--- config.mk ---
export PLATFORM = sky130hd
export DESIGN_NAME = uart_rx_cmd
export DESIGN_NICKNAME = d
export VERILOG_FILES = /design/src/rtl/uart_rx_cmd.sv
export SDC_FILE = /design/constraint.sdc
export NUM_CORES = 1
export LEC_CHECK = 0
export CORE_ASPECT_RATIO = 1.25
export CORE_MARGIN = 2
export CORE_UTILIZATION = 51
export DETAILED_ROUTE_END_ITERATION = 6
export GPL_TIMING_DRIVEN = 0
export PLACE_DENSITY = 0.72
export REMOVE_ABC_BUFFERS = 1
export SKIP_LAST_GASP = 1
export SYNTH_ARGS = -nofsm -noshare
export SYNTH_HDL_FRONTEND = slang
export SYNTH_SLANG_ARGS = --single-unit
--- constraint.sdc ---
create_clock -name clk -period 2.9 [get_ports clk]
set_clock_uncertainty 0.05 [all_clocks]
set_input_delay 0.87 -clock clk [delete_from_list [all_inputs] [get_ports clk]]
set_output_delay 0.87 -clock clk [all_outputs]
set_load 0.03 [all_outputs]
--- src/rtl/uart_rx_cmd.sv ---
// uart_rx_cmd: 16x-oversampled UART receiver with an ASCII "C<hex>" decoder
// that selects the ADC channel driven onto ch_sel.
//
// Handshake: rx_done, frame_err, ch_update and cmd_err are single-cycle strobes
// with no back-pressure; rx_data and ch_sel are valid whenever their strobe is
// high and hold their value until the next strobe.
module uart_rx_cmd #(
    parameter int DBIT     = 8,
    parameter int SB_TICK  = 16,
    parameter int DVSR     = 326,
    parameter int DVSR_BIT = 9,
    parameter int NUM_CH   = 13
) (
    input  logic       clk,
    input  logic       rst,
    input  logic       rx,
    output logic [7:0] rx_data,
    output logic       rx_done,
    output logic       frame_err,
    output logic [3:0] ch_sel,
    output logic       ch_update,
    output logic       cmd_err,
    output logic [1:0] rx_state_dbg,
    output logic       cmd_state_dbg
);

    localparam int NW = $clog2(DBIT);
    localparam logic [NW-1:0]       N_LAST  = NW'(DBIT - 1);
    localparam logic [3:0]          SB_LAST = 4'(SB_TICK - 1);
    localparam logic [DVSR_BIT-1:0] DV_LAST = DVSR_BIT'(DVSR - 1);
    localparam logic [4:0]          NCH     = 5'(NUM_CH);

    typedef enum logic [1:0] {IDLE, START, DATA, STOP} rx_state_t;
    typedef enum logic {WAIT_C, WAIT_D} cmd_state_t;

    logic                sync1, rx_s, armed;
    logic [1:0]          sync_fill;
    logic [DVSR_BIT-1:0] dcnt;
    logic                tick;

    // The reset value of the synchronizer is not evidence of an idle line, so
    // arming waits until both stages hold real samples of rx.
    always_ff @(posedge clk or posedge rst) begin
        if (rst) begin
            sync1     <= 1'b1;
            rx_s      <= 1'b1;
            sync_fill <= 2'b00;
            armed     <= 1'b0;
        end else begin
            sync1     <= rx;
            rx_s      <= sync1;
            sync_fill <= {sync_fill[0], 1'b1};
            if (sync_fill[1] && rx_s) armed <= 1'b1;
        end
    end

    assign tick = (dcnt == DV_LAST);

    always_ff @(posedge clk or posedge rst) begin
        if (rst) dcnt <= '0;
        else     dcnt <= tick ? '0 : dcnt + 1'b1;
    end

    rx_state_t       rx_state, rx_state_n;
    logic [3:0]      s_reg, s_n;
    logic [NW-1:0]   n_reg, n_n;
    logic [7:0]      b_reg, b_n;
    logic            done_n, ferr_n;

    always_ff @(posedge clk or posedge rst) begin
        if (rst) begin
            rx_state  <= IDLE;
            s_reg     <= '0;
            n_reg     <= '0;
            b_reg     <= '0;
            rx_data   <= '0;
            rx_done   <= 1'b0;
            frame_err <= 1'b0;
        end else begin
            rx_state  <= rx_state_n;
            s_reg     <= s_n;
            n_reg     <= n_n;
            b_reg     <= b_n;
            rx_done   <= done_n;
            frame_err <= ferr_n;
            if (done_n) rx_data <= b_reg;
        end
    end

    always_comb begin
        rx_state_n = rx_state;
        s_n        = s_reg;
        n_n        = n_reg;
        b_n        = b_reg;
        case (rx_state)
            IDLE: if (armed && !rx_s) begin
                rx_state_n = START;
                s_n        = '0;
            end
            START: if (tick) begin
                if (s_reg == 4'd7) begin
                    if (!rx_s) begin
                        rx_state_n = DATA;
                        s_n        = '0;
                        n_n        = '0;
                    end else begin
                        rx_state_n = IDLE;
                    end
                end else begin
                    s_n = s_reg + 4'd1;
                end
            end
            DATA: if (tick) begin
                if (s_reg == 4'd15) begin
                    s_n = '0;
                    b_n = {rx_s, b_reg[7:1]};
                    if (n_reg == N_LAST) rx_state_n = STOP;
                    else                 n_n = n_reg + 1'b1;
                end else begin
                    s_n = s_reg + 4'd1;
                end
            end
            STOP: if (tick) begin
                if (s_reg == SB_LAST) rx_state_n = IDLE;
                else                  s_n = s_reg + 4'd1;
            end
            default: rx_state_n = IDLE;
        endcase
    end

    always_comb begin
        done_n = 1'b0;
        ferr_n = 1'b0;
        if (rx_state == STOP && tick && s_reg == SB_LAST) begin
            done_n = rx_s;
            ferr_n = !rx_s;
        end
    end

    cmd_state_t cmd_state, cmd_state_n;
    logic       hex_ok, ch_ok, upd_n, cerr_n;
    logic [3:0] hex_v;

    always_ff @(posedge clk or posedge rst) begin
        if (rst) begin
            cmd_state <= WAIT_C;
            ch_sel    <= '0;
            ch_update <= 1'b0;
            cmd_err   <= 1'b0;
        end else begin
            cmd_state <= cmd_state_n;
            ch_update <= upd_n;
            cmd_err   <= cerr_n;
            if (upd_n) ch_sel <= hex_v;
        end
    end

    always_comb begin
        cmd_state_n = cmd_state;
        if (rx_done || frame_err) begin
            case (cmd_state)
                WAIT_C:  if (rx_done && (rx_data == 8'h43 || rx_data == 8'h63))
                             cmd_state_n = WAIT_D;
                WAIT_D:  cmd_state_n = WAIT_C;
                default: cmd_state_n = WAIT_C;
            endcase
        end
    end

    always_comb begin
        hex_ok = 1'b1;
        hex_v  = '0;
        if (rx_data >= 8'h30 && rx_data <= 8'h39)      hex_v = 4'(rx_data - 8'h30);
        else if (rx_data >= 8'h41 && rx_data <= 8'h46) hex_v = 4'(rx_data - 8'h37);
        else if (rx_data >= 8'h61 && rx_data <= 8'h66) hex_v = 4'(rx_data - 8'h57);
        else                                           hex_ok = 1'b0;
        ch_ok  = hex_ok && ({1'b0, hex_v} < NCH);
        upd_n  = (cmd_state == WAIT_D) && rx_done && ch_ok;
        cerr_n = (cmd_state == WAIT_D) && (frame_err || (rx_done && !ch_ok));
    end

    assign rx_state_dbg  = rx_state;
    assign cmd_state_dbg = cmd_state;

endmodule

# [Word level (Yosys, flattened, before mapping)]
# Index checks and enable logic that the tools add are counted.
[totals] mem_bits_ro=0 wordCells=112 latchBits=0 register_bits=48 memories=0 ramBits=0
[op_classes] n_bitwise=1 multipliers=0 n_shift=0 div=0 magnitude_cmp=7 eq_ne=21 n_mux=37 n_addsub=6 n_reduce_logical=24
[op_table] op="$mux 4" count=11
[op_table] op="$ne 2x2->1 const B" count=11
[op_table] op="$mux 2" count=9
[op_table] op="$mux 3" count=6
[op_table] op="$eq 8x7->1 const B" count=2
[op_table] op="$ge 8x7->1 const B" count=2
[op_table] op="$le 8x7->1 const B" count=2
[op_table] op="$pmux 4 s4" count=1
[op_table] op="$logic_and 1x1->1" count=13
[op_table] op="$add 9x1->9 const B" count=1
[op_table] op="$eq 9x9->1 const B" count=1
[op_table] op="$mux 9" count=1
[op_table] op="$ge 8x6->1 const B" count=1
[op_table] op="$le 8x6->1 const B" count=1
[op_table] op="$pmux 2 s4" count=1
[op_table] op="$reduce_and 8->1" count=1
[op_table] op="$sub 4x3->4 const B" count=2
[op_table] op="$reduce_and 7->1" count=1
[op_table] op="$mux 1" count=6
[op_table] op="$pmux 3 s2" count=1
[op_table] op="$reduce_and 6->1" count=1
[op_table] op="$add 4x1->4 const B" count=1
[op_table] op="$eq 2x2->1 const B" count=2
[op_table] op="$eq 4x3->1 const B" count=1
[op_table] op="other kinds (14)" count=17

# [Logic depth before layout (Yosys ltp)]
[depth] ltp_word=11 ltp_mapped=8

# [Worst setup path after synthesis]
# Ideal clock, no wire load.
[synth_timing] kind="reg2reg" start="register rx_data[0]" end="register ch_sel[2]" period_less_slack_ps=2209 slack_ps=691 setup_time_ps=125 path_stages_with_launch=8 arrival_ps=2034 cell_sequence="dfrtp_1 -> inv_1 -> ha_1 -> o21bai_1 -> a221oi_1 -> a211oi_1 -> o21a_4 -> mux2_4"
[synth_via] elab_chain_cells=8
[synth_lines] item="start: declaration" line_no="17" text="output logic [7:0] rx_data,"
[synth_lines] item="start signal: assignment" line_no="86" text="if (done_n) rx_data <= b_reg;"
[synth_lines] item="$ge 8x7->1 / $le 8x7->1 (equally long branches)" line_no="175" text="else if (rx_data >= 8'h61 && rx_data <= 8'h66) hex_v = 4'(rx_data - 8'h57);"
[synth_lines] item="$logic_and 1x1->1" line_no="175"
[synth_lines] item="$mux 4" line_no="175"
[synth_lines] item="$mux 4" line_no="174" text="else if (rx_data >= 8'h41 && rx_data <= 8'h46) hex_v = 4'(rx_data - 8'h37);"
[synth_lines] item="$mux 4" line_no="173" text="if (rx_data >= 8'h30 && rx_data <= 8'h39) hex_v = 4'(rx_data - 8'h30);"
[synth_lines] item="$lt 4x4->1" line_no="177" text="ch_ok = hex_ok && ({1'b0, hex_v} < NCH);"
[synth_lines] item="$logic_and 1x1->1 (*)" line_no="177"
[synth_lines] item="$logic_and 1x1->1 (*)" line_no="178" text="upd_n = (cmd_state == WAIT_D) && rx_done && ch_ok;"
[synth_lines] item="net upd_n" line_no="141" text="logic hex_ok, ch_ok, upd_n, cerr_n;"
[synth_lines] item="end signal: assignment" line_no="154" text="if (upd_n) ch_sel <= hex_v;"
[synth_lines] item="end: declaration" line_no="20" text="output logic [3:0] ch_sel,"
# Mark *: on every way through the listed nets, which the timed path passes. The rest lies on a longest branch.
# A chain may end at the register's enable or synchronous reset.

==> results.toml <==
[min_path]
worstHoldStart = "sync_fill[0]$_DFF_PP0_"
hold_class = "reg -> reg"

[final_layout]
area_growth_pct = 16.9
final_cells = 282
layout_common_cells = "dfrtp_1, clkdlybuf4s50_1, mux2_2"
drive_gt1_frac = 0.210
largest_register_ffs = 9
antenna_cells = 0
layout.nets = 234
layout_commonest_cell = "dfrtp_1"

[clock_network]
postCtsHoldBufs = 0
cts_made_buffers = 5
post-cts-setup-buffers = 0
ctsResizeCount = 0
cts_root_buf = "clkbuf_8"
cts_buffer_depth = 2
clock_sinks = 48
cts_tree = "done"
clk_pin_slew_worst_paths_ps = 80
insertion_delay_ps = 290
htreeDepth = 2

[synthesis]
ys_ff_latch = 48
synth_area_leaders = "dfrtp_1, mux2_2, ha_1"
yosys.area.top_type = "dfrtp_1"
synth_ff_type = "dfrtp_1"
syn_area_um2 = 2330
synth.distinct_cells = 50
synth_edf_count = 0
async_flop_share = 1.00
synth_top_area_frac = 0.495
avgSynthCellArea_um2 = 11.8
syn_inst = 198
ys_seq_area_frac = 0.517
synth_warnings = 0

[worst_setup_path]
r2r_start = "rx_data[0]$_DFFE_PP0P_"
critPathCaptureType = "primary output"
critPathBufInv = 1
critPathTopFamily = "buffers and inverters"
criticalPathCategory = "reg -> out"
critPathArrivalTime_ps = 1550
slowest_stage = "clkdlybuf4s50_1"
crit_required_ps = 1980
worstPathMaxFanout = 12
path_cells = "clkdlybuf4s50_1"
max_stage_delay_ps = 740
cp-start-kind = "flop"

[sta]
hold_violations = 0
rsz0062_at_grt = "no"
whs_ps = 304
period_needed_ps = 2470
setup_slack_ps = 430
period_share = 0.852
setup_viol = 0
maxSlewViolCount = 0
fmax_mhz = 405
max_slew_margin = 0.665
setup_tns_ps = 0
worst_slew_pin_slew_ps = 495

[floorplan]
die_height_um = 79.5
core_um2 = 4390
ios = 22
die_w_um = 64.4
die_area_um2 = 5120
num_rows = 27
start_util = 0.530

[place]
place_hpwl_um = 3040
place_ws_ps = 582
portBuffers = 21
dpl.cell_count = 274
gp_congestion = 0.796

[routing]
top_layer_used = "met4"
post_drt_wl_per_cell_um = 14.2
routed_via_density = 5.58
wl_met2_um = 2110
drc = 0
dr_total_vias = 1573
wl_met1_um = 1650
drtPass1Iterations = 4
routed_wl_um = 4020
first_iter_violations = 71
route.met3.wl_um = 165
antenna_left = 0

[power_and_ir_drop]
ir_drop_uv = 349
power.total_mw = 1.32
power.density_nw_per_um2 = 487
power.static_leakage_nw = 1.22

[run]
drv_cap = 0

[grt]
grt_pass1_vias = 1520
antenna_found_initial = 0
grt_use_total = 0.172
grt_first_pass_wirelength_um = 6880
grt_max_degree = 36
grt-ovfl-total = 0

[run_status]
status = "finished clean"
-- metrics by stage --
step	utilization	instance area, µm²
CTS	0.619	2720
finish	0.619	2720
detailed placement	0.595	2610
floorplan	-	2310
global route	0.619	2720
global placement	0.590	2590
-- logic make-up (layout without fill, tap and decap cells) --
family	Yosys count	count (layout)	synth area share
fa+ha+maj	8	8	0.0430
compound gates	33	33	0.102
other cells	1	1	0.00161
mux	24	24	0.117
simple gates	61	61	0.163
flops	48	48	0.517
xor+xnor	8	8	0.0301
buf+inv	15	41	0.0253
-- power by group --
group / switching (mW) / internal [mW] / total (mW)
clock: 0.205 / 0.256 / 0.461
sequential: 0.0317 / 0.692 / 0.724
combinational: 0.0806 / 0.0576 / 0.138
total: 0.318 / 1.01 / 1.32
-- layout make-up --
type | count | area, µm²
clock buffers | 6 | 72.6
clock inverters | 2 | 35.0
fillers | 360 | 1670
inverters | 11 | 41.3
multi-input cells | 135 | 1060
flip-flops and latches | 48 | 1200
well taps | 58 | 72.6
repair buffers | 22 | 230
-- synth_stat cells, types with 2 or more instances --
cell type and number:
ha_1 8, a21o_2 2, nor2_1 12, dfstp_2 2, xor2_1 3, xnor2_1 5, a31oi_1 3, mux2_4 2
buf_2 2, o21ai_0 6, nor4b_1 2, nor2b_1 2, inv_1 11, clkbuf_1 2, mux2_2 18, or2_2 4
o211ai_1 3, nand3_1 9, nor3b_1 3, a21oi_1 8, nand2_1 9, mux2i_1 4, nand2b_1 3, and3_1 4
dfrtp_1 46
-- worst paths after layout --
check | endpoint | slack (ps) | depth (start not counted)
worst max-delay path | rx_state_dbg[1] | 430 | 1
worst min-delay path | sync_fill[1]$_DFF_PP0_ | 300 | 0
worst max register to register | ch_sel[3]$_DFFE_PP0P_ | 560 | 7
worst min register to register | sync_fill[1]$_DFF_PP0_ | 300 | 0
max in group asynchronous | rx_s$_DFF_PP1_ | 1460 | 3
min in group asynchronous | dcnt[5]$_DFF_PP0_ | 790 | 2
-- routing by layer --
metal	global-route usage	vias to the layer above
met4	0.0766	0
met1	0.206	768
li1	-	759
met2	0.297	38
met3	0.0367	8
met5	0	-
Note: power is estimated with default switching activity, not from simulation.
